--- src/rtl/lsu_ctrl_pkg.sv ---
// +--------------------------------------------------------------------+
// | lsu_ctrl_pkg : RAM mode encodings, FSM states, alignment helper      |
// | rev 1.0                                                              |
// +--------------------------------------------------------------------+
`default_nettype none

package lsu_ctrl_pkg;

  localparam logic [1:0] MODE_BYTE = 2'b00;
  localparam logic [1:0] MODE_HALF = 2'b01;
  localparam logic [1:0] MODE_WORD = 2'b10;
  localparam logic [1:0] MODE_ILL  = 2'b11;

  typedef enum logic [1:0] {
    IDLE   = 2'd0,
    ACCESS = 2'd1,
    RESP   = 2'd2
  } lsu_state_e;

  function automatic logic is_misaligned(input logic [1:0] size, input logic [1:0] addr_lo);
    case (size)
      MODE_BYTE: is_misaligned = 1'b0;
      MODE_HALF: is_misaligned = addr_lo[0];
      MODE_WORD: is_misaligned = (addr_lo != 2'b00);
      default:   is_misaligned = 1'b1;
    endcase
  endfunction

endpackage

`default_nettype wire

--- src/rtl/lsu_ctrl_if.sv ---
// +--------------------------------------------------------------------+
// | lsu_ctrl_if : CPU request/response bus plus word-organized RAM port  |
// | rev 1.0                                                              |
// +--------------------------------------------------------------------+
`default_nettype none

interface lsu_ctrl_if #(
  parameter int ADDR_WIDTH = 12
);
  logic                  req_valid;
  logic                  req_ready;
  logic                  req_we;
  logic [1:0]            req_size;
  logic                  req_unsigned;
  logic [ADDR_WIDTH-1:0] req_addr;
  logic [31:0]           req_wdata;
  logic                  resp_valid;
  logic [31:0]           resp_rdata;
  logic                  resp_err;
  logic [ADDR_WIDTH-1:0] ram_addr;
  logic [31:0]           ram_din;
  logic [1:0]            ram_mode;
  logic                  ram_str;
  logic                  ram_sel;
  logic                  ram_ld;
  logic [31:0]           ram_dout;

  modport slave (
    input  req_valid, req_we, req_size, req_unsigned, req_addr, req_wdata, ram_dout,
    output req_ready, resp_valid, resp_rdata, resp_err,
           ram_addr, ram_din, ram_mode, ram_str, ram_sel, ram_ld
  );

  modport master (
    output req_valid, req_we, req_size, req_unsigned, req_addr, req_wdata, ram_dout,
    input  req_ready, resp_valid, resp_rdata, resp_err,
           ram_addr, ram_din, ram_mode, ram_str, ram_sel, ram_ld
  );
endinterface

`default_nettype wire

--- src/rtl/lsu_ctrl_extend.sv ---
// +--------------------------------------------------------------------+
// | lsu_extend : sign/zero extension of right-aligned load data          |
// | rev 1.0                                                              |
// +--------------------------------------------------------------------+
`default_nettype none

module lsu_extend
  import lsu_ctrl_pkg::*;
(
  input  logic [31:0] data,
  input  logic [1:0]  size,
  input  logic        unsgn,
  output logic [31:0] result
);

  always_comb begin
    case (size)
      MODE_BYTE: result = {{24{data[7] & ~unsgn}}, data[7:0]};
      MODE_HALF: result = {{16{data[15] & ~unsgn}}, data[15:0]};
      default:   result = data;
    endcase
  end

endmodule

`default_nettype wire

--- src/rtl/lsu_ctrl.sv ---
// +--------------------------------------------------------------------+
// | lsu_ctrl : single-outstanding load/store unit driving a word RAM     |
// | rev 1.0                                                              |
// +--------------------------------------------------------------------+
`default_nettype none

module lsu_ctrl
  import lsu_ctrl_pkg::*;
#(
  parameter int ADDR_WIDTH  = 12,
  parameter int WAIT_CYCLES = 0
) (
  input  logic       clk,
  input  logic       clr,
  lsu_ctrl_if.slave  bus
);

  localparam logic [3:0] WAIT_LOAD = 4'(WAIT_CYCLES);

  lsu_state_e            state_q, state_d;
  logic [3:0]            cnt_q, cnt_d;
  logic                  we_q, we_d;
  logic [1:0]            size_q, size_d;
  logic                  uns_q, uns_d;
  logic [ADDR_WIDTH-1:0] addr_q, addr_d;
  logic [31:0]           wdata_q, wdata_d;
  logic [31:0]           rdata_q, rdata_d;
  logic                  err_q, err_d;
  logic                  resp_valid_q, resp_valid_d;
  logic                  req_ready_q, req_ready_d;
  logic                  ram_sel_q, ram_sel_d;
  logic                  ram_str_q, ram_str_d;
  logic [ADDR_WIDTH-1:0] ram_addr_q, ram_addr_d;
  logic [31:0]           ram_din_q, ram_din_d;
  logic [1:0]            ram_mode_q, ram_mode_d;
  logic [31:0]           ext_data;

  lsu_extend u_extend (
    .data   (bus.ram_dout),
    .size   (size_q),
    .unsgn  (uns_q),
    .result (ext_data)
  );

  always_comb begin
    state_d = state_q;
    cnt_d   = cnt_q;
    we_d    = we_q;
    size_d  = size_q;
    uns_d   = uns_q;
    addr_d  = addr_q;
    wdata_d = wdata_q;
    rdata_d = rdata_q;
    err_d   = err_q;

    case (state_q)
      IDLE: begin
        if (bus.req_valid) begin
          we_d    = bus.req_we;
          size_d  = bus.req_size;
          uns_d   = bus.req_unsigned;
          addr_d  = bus.req_addr;
          wdata_d = bus.req_wdata;
          cnt_d   = WAIT_LOAD;
          if (is_misaligned(bus.req_size, bus.req_addr[1:0])) begin
            state_d = RESP;
            rdata_d = '0;
            err_d   = 1'b1;
          end else begin
            state_d = ACCESS;
          end
        end
      end
      ACCESS: begin
        if (cnt_q == 4'd0) begin
          state_d = RESP;
          err_d   = 1'b0;
          rdata_d = we_q ? 32'd0 : ext_data;
        end else begin
          cnt_d = cnt_q - 4'd1;
        end
      end
      RESP:    state_d = IDLE;
      default: state_d = IDLE;
    endcase

    // Outputs are computed from the next state so they are clean flop outputs.
    req_ready_d  = (state_d == IDLE);
    resp_valid_d = (state_d == RESP);
    ram_sel_d    = (state_d == ACCESS);
    ram_str_d    = ram_sel_d && we_d && (cnt_d == 4'd0);
    ram_addr_d   = ram_sel_d ? addr_d  : '0;
    ram_din_d    = ram_sel_d ? wdata_d : '0;
    ram_mode_d   = ram_sel_d ? size_d  : '0;
  end

  always_ff @(posedge clk or posedge clr) begin
    if (clr) begin
      state_q      <= IDLE;
      cnt_q        <= '0;
      we_q         <= 1'b0;
      size_q       <= '0;
      uns_q        <= 1'b0;
      addr_q       <= '0;
      wdata_q      <= '0;
      rdata_q      <= '0;
      err_q        <= 1'b0;
      resp_valid_q <= 1'b0;
      req_ready_q  <= 1'b1;
      ram_sel_q    <= 1'b0;
      ram_str_q    <= 1'b0;
      ram_addr_q   <= '0;
      ram_din_q    <= '0;
      ram_mode_q   <= '0;
    end else begin
      state_q      <= state_d;
      cnt_q        <= cnt_d;
      we_q         <= we_d;
      size_q       <= size_d;
      uns_q        <= uns_d;
      addr_q       <= addr_d;
      wdata_q      <= wdata_d;
      rdata_q      <= rdata_d;
      err_q        <= err_d;
      resp_valid_q <= resp_valid_d;
      req_ready_q  <= req_ready_d;
      ram_sel_q    <= ram_sel_d;
      ram_str_q    <= ram_str_d;
      ram_addr_q   <= ram_addr_d;
      ram_din_q    <= ram_din_d;
      ram_mode_q   <= ram_mode_d;
    end
  end

  assign bus.req_ready  = req_ready_q;
  assign bus.resp_valid = resp_valid_q;
  assign bus.resp_rdata = rdata_q;
  assign bus.resp_err   = err_q;
  assign bus.ram_sel    = ram_sel_q;
  assign bus.ram_str    = ram_str_q;
  assign bus.ram_addr   = ram_addr_q;
  assign bus.ram_din    = ram_din_q;
  assign bus.ram_mode   = ram_mode_q;
  assign bus.ram_ld     = 1'b1;

endmodule

`default_nettype wire

--- src/flat_wrapper.sv ---
// flat-port wrapper written by rule: the top's interface ports become plain ports
module lsu_ctrl_flat import lsu_ctrl_pkg::*;
#(
  parameter int ADDR_WIDTH  = 12,
  parameter int WAIT_CYCLES = 0
)
  (clk, clr, bus_req_valid, bus_req_we, bus_req_size, bus_req_unsigned, bus_req_addr, bus_req_wdata, bus_ram_dout, bus_req_ready, bus_resp_valid, bus_resp_rdata, bus_resp_err, bus_ram_addr, bus_ram_din, bus_ram_mode, bus_ram_str, bus_ram_sel, bus_ram_ld);
  lsu_ctrl_if #(.ADDR_WIDTH(ADDR_WIDTH)) bus_i ();
  input  logic clk;
  input  logic clr;
  input wire logic [$bits(bus_i.req_valid)-1:0] bus_req_valid;
  input wire logic [$bits(bus_i.req_we)-1:0] bus_req_we;
  input wire logic [$bits(bus_i.req_size)-1:0] bus_req_size;
  input wire logic [$bits(bus_i.req_unsigned)-1:0] bus_req_unsigned;
  input wire logic [$bits(bus_i.req_addr)-1:0] bus_req_addr;
  input wire logic [$bits(bus_i.req_wdata)-1:0] bus_req_wdata;
  input wire logic [$bits(bus_i.ram_dout)-1:0] bus_ram_dout;
  output wire logic [$bits(bus_i.req_ready)-1:0] bus_req_ready;
  output wire logic [$bits(bus_i.resp_valid)-1:0] bus_resp_valid;
  output wire logic [$bits(bus_i.resp_rdata)-1:0] bus_resp_rdata;
  output wire logic [$bits(bus_i.resp_err)-1:0] bus_resp_err;
  output wire logic [$bits(bus_i.ram_addr)-1:0] bus_ram_addr;
  output wire logic [$bits(bus_i.ram_din)-1:0] bus_ram_din;
  output wire logic [$bits(bus_i.ram_mode)-1:0] bus_ram_mode;
  output wire logic [$bits(bus_i.ram_str)-1:0] bus_ram_str;
  output wire logic [$bits(bus_i.ram_sel)-1:0] bus_ram_sel;
  output wire logic [$bits(bus_i.ram_ld)-1:0] bus_ram_ld;
  assign bus_i.req_valid = bus_req_valid;
  assign bus_i.req_we = bus_req_we;
  assign bus_i.req_size = bus_req_size;
  assign bus_i.req_unsigned = bus_req_unsigned;
  assign bus_i.req_addr = bus_req_addr;
  assign bus_i.req_wdata = bus_req_wdata;
  assign bus_i.ram_dout = bus_ram_dout;
  assign bus_req_ready = bus_i.req_ready;
  assign bus_resp_valid = bus_i.resp_valid;
  assign bus_resp_rdata = bus_i.resp_rdata;
  assign bus_resp_err = bus_i.resp_err;
  assign bus_ram_addr = bus_i.ram_addr;
  assign bus_ram_din = bus_i.ram_din;
  assign bus_ram_mode = bus_i.ram_mode;
  assign bus_ram_str = bus_i.ram_str;
  assign bus_ram_sel = bus_i.ram_sel;
  assign bus_ram_ld = bus_i.ram_ld;
  lsu_ctrl #(.ADDR_WIDTH(ADDR_WIDTH), .WAIT_CYCLES(WAIT_CYCLES)) u_core (.clk(clk), .clr(clr), .bus(bus_i));
endmodule
--- config.mk ---
export PLATFORM = sky130hd
export DESIGN_NAME = lsu_ctrl_flat
export DESIGN_NICKNAME = d
export VERILOG_FILES = /design/src/rtl/lsu_ctrl_pkg.sv /design/src/rtl/lsu_ctrl_if.sv /design/src/rtl/lsu_ctrl_extend.sv /design/src/rtl/lsu_ctrl.sv /design/src/flat_wrapper.sv
export SDC_FILE = /design/constraint.sdc
export NUM_CORES = 1
export LEC_CHECK = 0
export CELL_PAD_IN_SITES_DETAIL_PLACEMENT = 1
export CELL_PAD_IN_SITES_GLOBAL_PLACEMENT = 2
export CORE_MARGIN = 2
export CORE_UTILIZATION = 30
export DETAILED_ROUTE_END_ITERATION = 10
export PLACE_DENSITY_LB_ADDON = 0.1
export SLEW_MARGIN = 10
export SYNTH_ARGS = -nofsm -noshare
export SYNTH_HDL_FRONTEND = slang
export SYNTH_SLANG_ARGS = --single-unit
--- constraint.sdc ---
create_clock -name clk -period 5.25 [get_ports clk]
set_input_delay 1.05 -clock clk [delete_from_list [all_inputs] [get_ports clk]]
set_output_delay 1.05 -clock clk [all_outputs]
set_load 0.02 [all_outputs]
==> flow_metrics.env <==
export IMPL_die_h_microns=136
export IMPL_hold_buffers=0
export IMPL_grt_pass1_wl_mm=20.5
export IMPL_startpoint_type="primary input"
export IMPL_layout_commonest_cell="clkdlybuf4s50_1"
export IMPL_post_cts_buffers=0
export IMPL_final_hold_violation_count=0
export IMPL_synth_ff_type="dfrtp_1"
export IMPL_peakVddDrop_mv=0.253
export IMPL_critPathCaptureType="register"
export IMPL_max_slew_margin=0.348
export IMPL_hold_path_class="reg2reg"
export IMPL_viasPerCell=4.47
export IMPL_die_x_microns=136
export IMPL_nets=626
export IMPL_wire_per_inst_microns=16.2
export IMPL_path_max_fanout=18
export IMPL_synth_warnings=0
export IMPL_io_buffers=165
export IMPL_start_util=0.304
export IMPL_required_ns=5.54
export IMPL_antenna_found_initial=0
export IMPL_slowest_stage="a21o_1"
export IMPL_dr_pass1_iters=4
export IMPL_arrival_ns=3.25
export IMPL_syn_inst=374
export IMPL_leakagePower_nw=3.24
export IMPL_drtAntennaViolNets=0
export IMPL_status="completed"
export IMPL_max_stage_delay_ns=0.57
export IMPL_rows=48
export IMPL_final_cell_mix="clkdlybuf4s50_1 (165), dfrtp_1 (136), nor2b_1 (63), mux2_2 (49), clkbuf_16 (17)"
export IMPL_cts_max_level=4
export IMPL_drc=0
export IMPL_area_growth_pct=46.4
export IMPL_r2r_start="u_core.cnt_q[0]"
export IMPL_dp_hpwl_mm=8.49
export IMPL_critPathKind="in2reg"
export IMPL_overflow=0
export IMPL_drt_iter0_drc=95
export IMPL_holdPathStages=1
export IMPL_fmax_mhz=338
export IMPL_place_inst=748
export IMPL_skew_ns=0.00718
export IMPL_vias=3475
export IMPL_grt_setup_unrepaired="false"
export IMPL_synth_seq_area_share=0.656
export IMPL_ios=167
export IMPL_track_usage=0.145
export IMPL_hp_start="u_core.bus.resp_rdata[30]"
export IMPL_maxCapViolCount=0
export IMPL_setup_viol=0
export IMPL_die_area_sq_um=18500
export IMPL_worst_pin_slew_ns=0.978
export IMPL_finalCoreUtilization=0.446
export IMPL_final_setup_tns_ns=0
export IMPL_power_density_nw_per_um2=543
export IMPL_layout_drive_gt1_share=0.159
export IMPL_worstReg2RegEnd="u_core.bus.ram_addr[1]"
export IMPL_netlist_area_sq_um=5230
export IMPL_synth_avg_cell_area_sq_um=14.0
export IMPL_cts_max_path_buffers=2
export IMPL_cts_sinks=137
export IMPL_crit_path_cell_trace="clkdlybuf4s50_1 > nor3_1 > or4b_1 > a21o_1 > clkinv_4 > mux2_1"
export IMPL_cts_buffers=17
export IMPL_cts_repair_resized=0
export IMPL_whs_endpoint="u_core.bus.resp_rdata[30]"
export IMPL_synthArstFlopShare=1.00
export IMPL_finalWirelength_mm=12.6
export IMPL_cts_root_buf="clkbuf_16"
export IMPL_rr_worst_depth=7
export IMPL_yosysUniqueCellTypes=38
export IMPL_antennaDiodeCount=0
export IMPL_coreArea_sq_um=17200
export IMPL_cts_tree="built"
export IMPL_grt_pass1_vias=3825
export IMPL_grt_max_degree=109
export IMPL_maxSlewViolCount=0
export IMPL_synth_edff_count=0
export IMPL_path_clk_slew_ns=0.06
export IMPL_instances_no_fill=778
export IMPL_yosys_register_bits=137
export IMPL_period_share=0.564
export IMPL_finalCriticalPeriod_ns=2.96
export IMPL_syn_nets=458
export IMPL_insertion_delay_ns=0.41
export IMPL_gp_congestion=0.656
export IMPL_reg2reg_slack_ns=2.71
==> sequential cells by signal, summed over array words and instances (netlist names) <==
name / cells
u_core.addr_q: 12
u_core.bus.ram_addr: 12
u_core.bus.ram_din: 32
u_core.bus.ram_mode: 2
u_core.bus.ram_sel: 1
u_core.bus.ram_str: 1
u_core.bus.req_ready: 1
u_core.bus.resp_err: 1
u_core.bus.resp_rdata: 32
u_core.bus.resp_valid: 1
u_core.cnt_q: 4
u_core.size_q: 2
u_core.state_q: 2
u_core.uns_q: 1
u_core.wdata_q: 32
u_core.we_q: 1
==> cells in the mapped netlist, drive strengths merged, types with 2 or more instances <==
cell type / instances / area [sq um]
o21ai: 9 / 45.0
o2bb2ai: 16 / 140
mux2i: 10 / 100
nor2: 5 / 21.3
buf: 15 / 101
clkbuf: 5 / 18.8
or3: 2 / 12.5
a21oi: 10 / 50.1
dfrtp: 136 / 3400
mux2: 57 / 642
nand2b: 2 / 12.5
inv: 15 / 56.3
nor3b: 2 / 25.0
nor2b: 63 / 394
or4b: 2 / 20.0
nand2: 9 / 33.8
==> per-layer routing <==
metal / global-route usage / vias to the layer above / wire length [microns]
met5: 0 / - / 0
met4: 0.0590 / 0 / 202
met3: 0.0645 / 15 / 1140
met2: 0.232 / 105 / 6050
met1: 0.172 / 1764 / 5230
li1: - / 1591 / -
==> power by group <==
group | total (mW) | switching [mW] | internal (mW)
clock | 1.15 | 0.430 | 0.716
sequential | 1.59 | 0.167 | 1.42
combinational | 1.42 | 0.688 | 0.733
==> critical path, delay by kind of cell <==
family	cells	cell delay, ns
buf+inv	2	0.83
simple gates	2	0.39
mux	1	0.40
compound gates	1	0.57
==> worst max-delay path by stage <==
| stage | start | end | slack [ns] | cells after the start |
|---|---|---|---|---|
| after global placement | bus_req_addr[1] | u_core.bus.resp_rdata[8] | 1.87 | 6 |
| final | bus_req_addr[1] | u_core.bus.resp_rdata[12] | 2.29 | 6 |
| after floorplan | clr | u_core.addr_q[0] | 0.53 | 1 |
| after global routing | bus_req_addr[1] | u_core.bus.resp_rdata[13] | 2.13 | 6 |
| after CTS | bus_req_addr[1] | u_core.bus.resp_rdata[8] | 2.28 | 6 |
| after detailed placement | bus_req_addr[1] | u_core.bus.resp_rdata[8] | 1.86 | 6 |
==> per-stage QoR <==
stage                     power, mW  instance area (sq um)  worst slack, ns  hold slack, ns
after floorplan                2.49                   5230            0.534           0.466
after global placement         3.03                   7090             1.87           0.471
after detailed placement       3.06                   7090             1.86           0.475
after CTS                      4.24                   7650             2.28           0.490
after global routing           4.42                   7650             2.13           0.497
final                          4.15                   7650             2.29           0.483
==> layout make-up <==
| class | count | area, sq um |
|---|---|---|
| flip-flops and latches | 137 | 3430 |
| clock buffers | 22 | 464 |
| inverters | 16 | 70.1 |
| fillers | 1809 | 9520 |
| multi-input cells | 201 | 1630 |
| well taps | 225 | 282 |
| clock inverters | 8 | 97.6 |
| repair buffers | 169 | 1680 |
==> kinds of logic after synthesis <==
kind of cell,share of synthesized area
flip-flops,0.656
AND/OR/NAND/NOR,0.104
multiplexers,0.142
AO/OA/AOI/OAI,0.0601
buffers and inverters,0.0354
adder cells (fa/ha/maj),0.00239
other,0.000717
(Power assumes the default switching activity.)
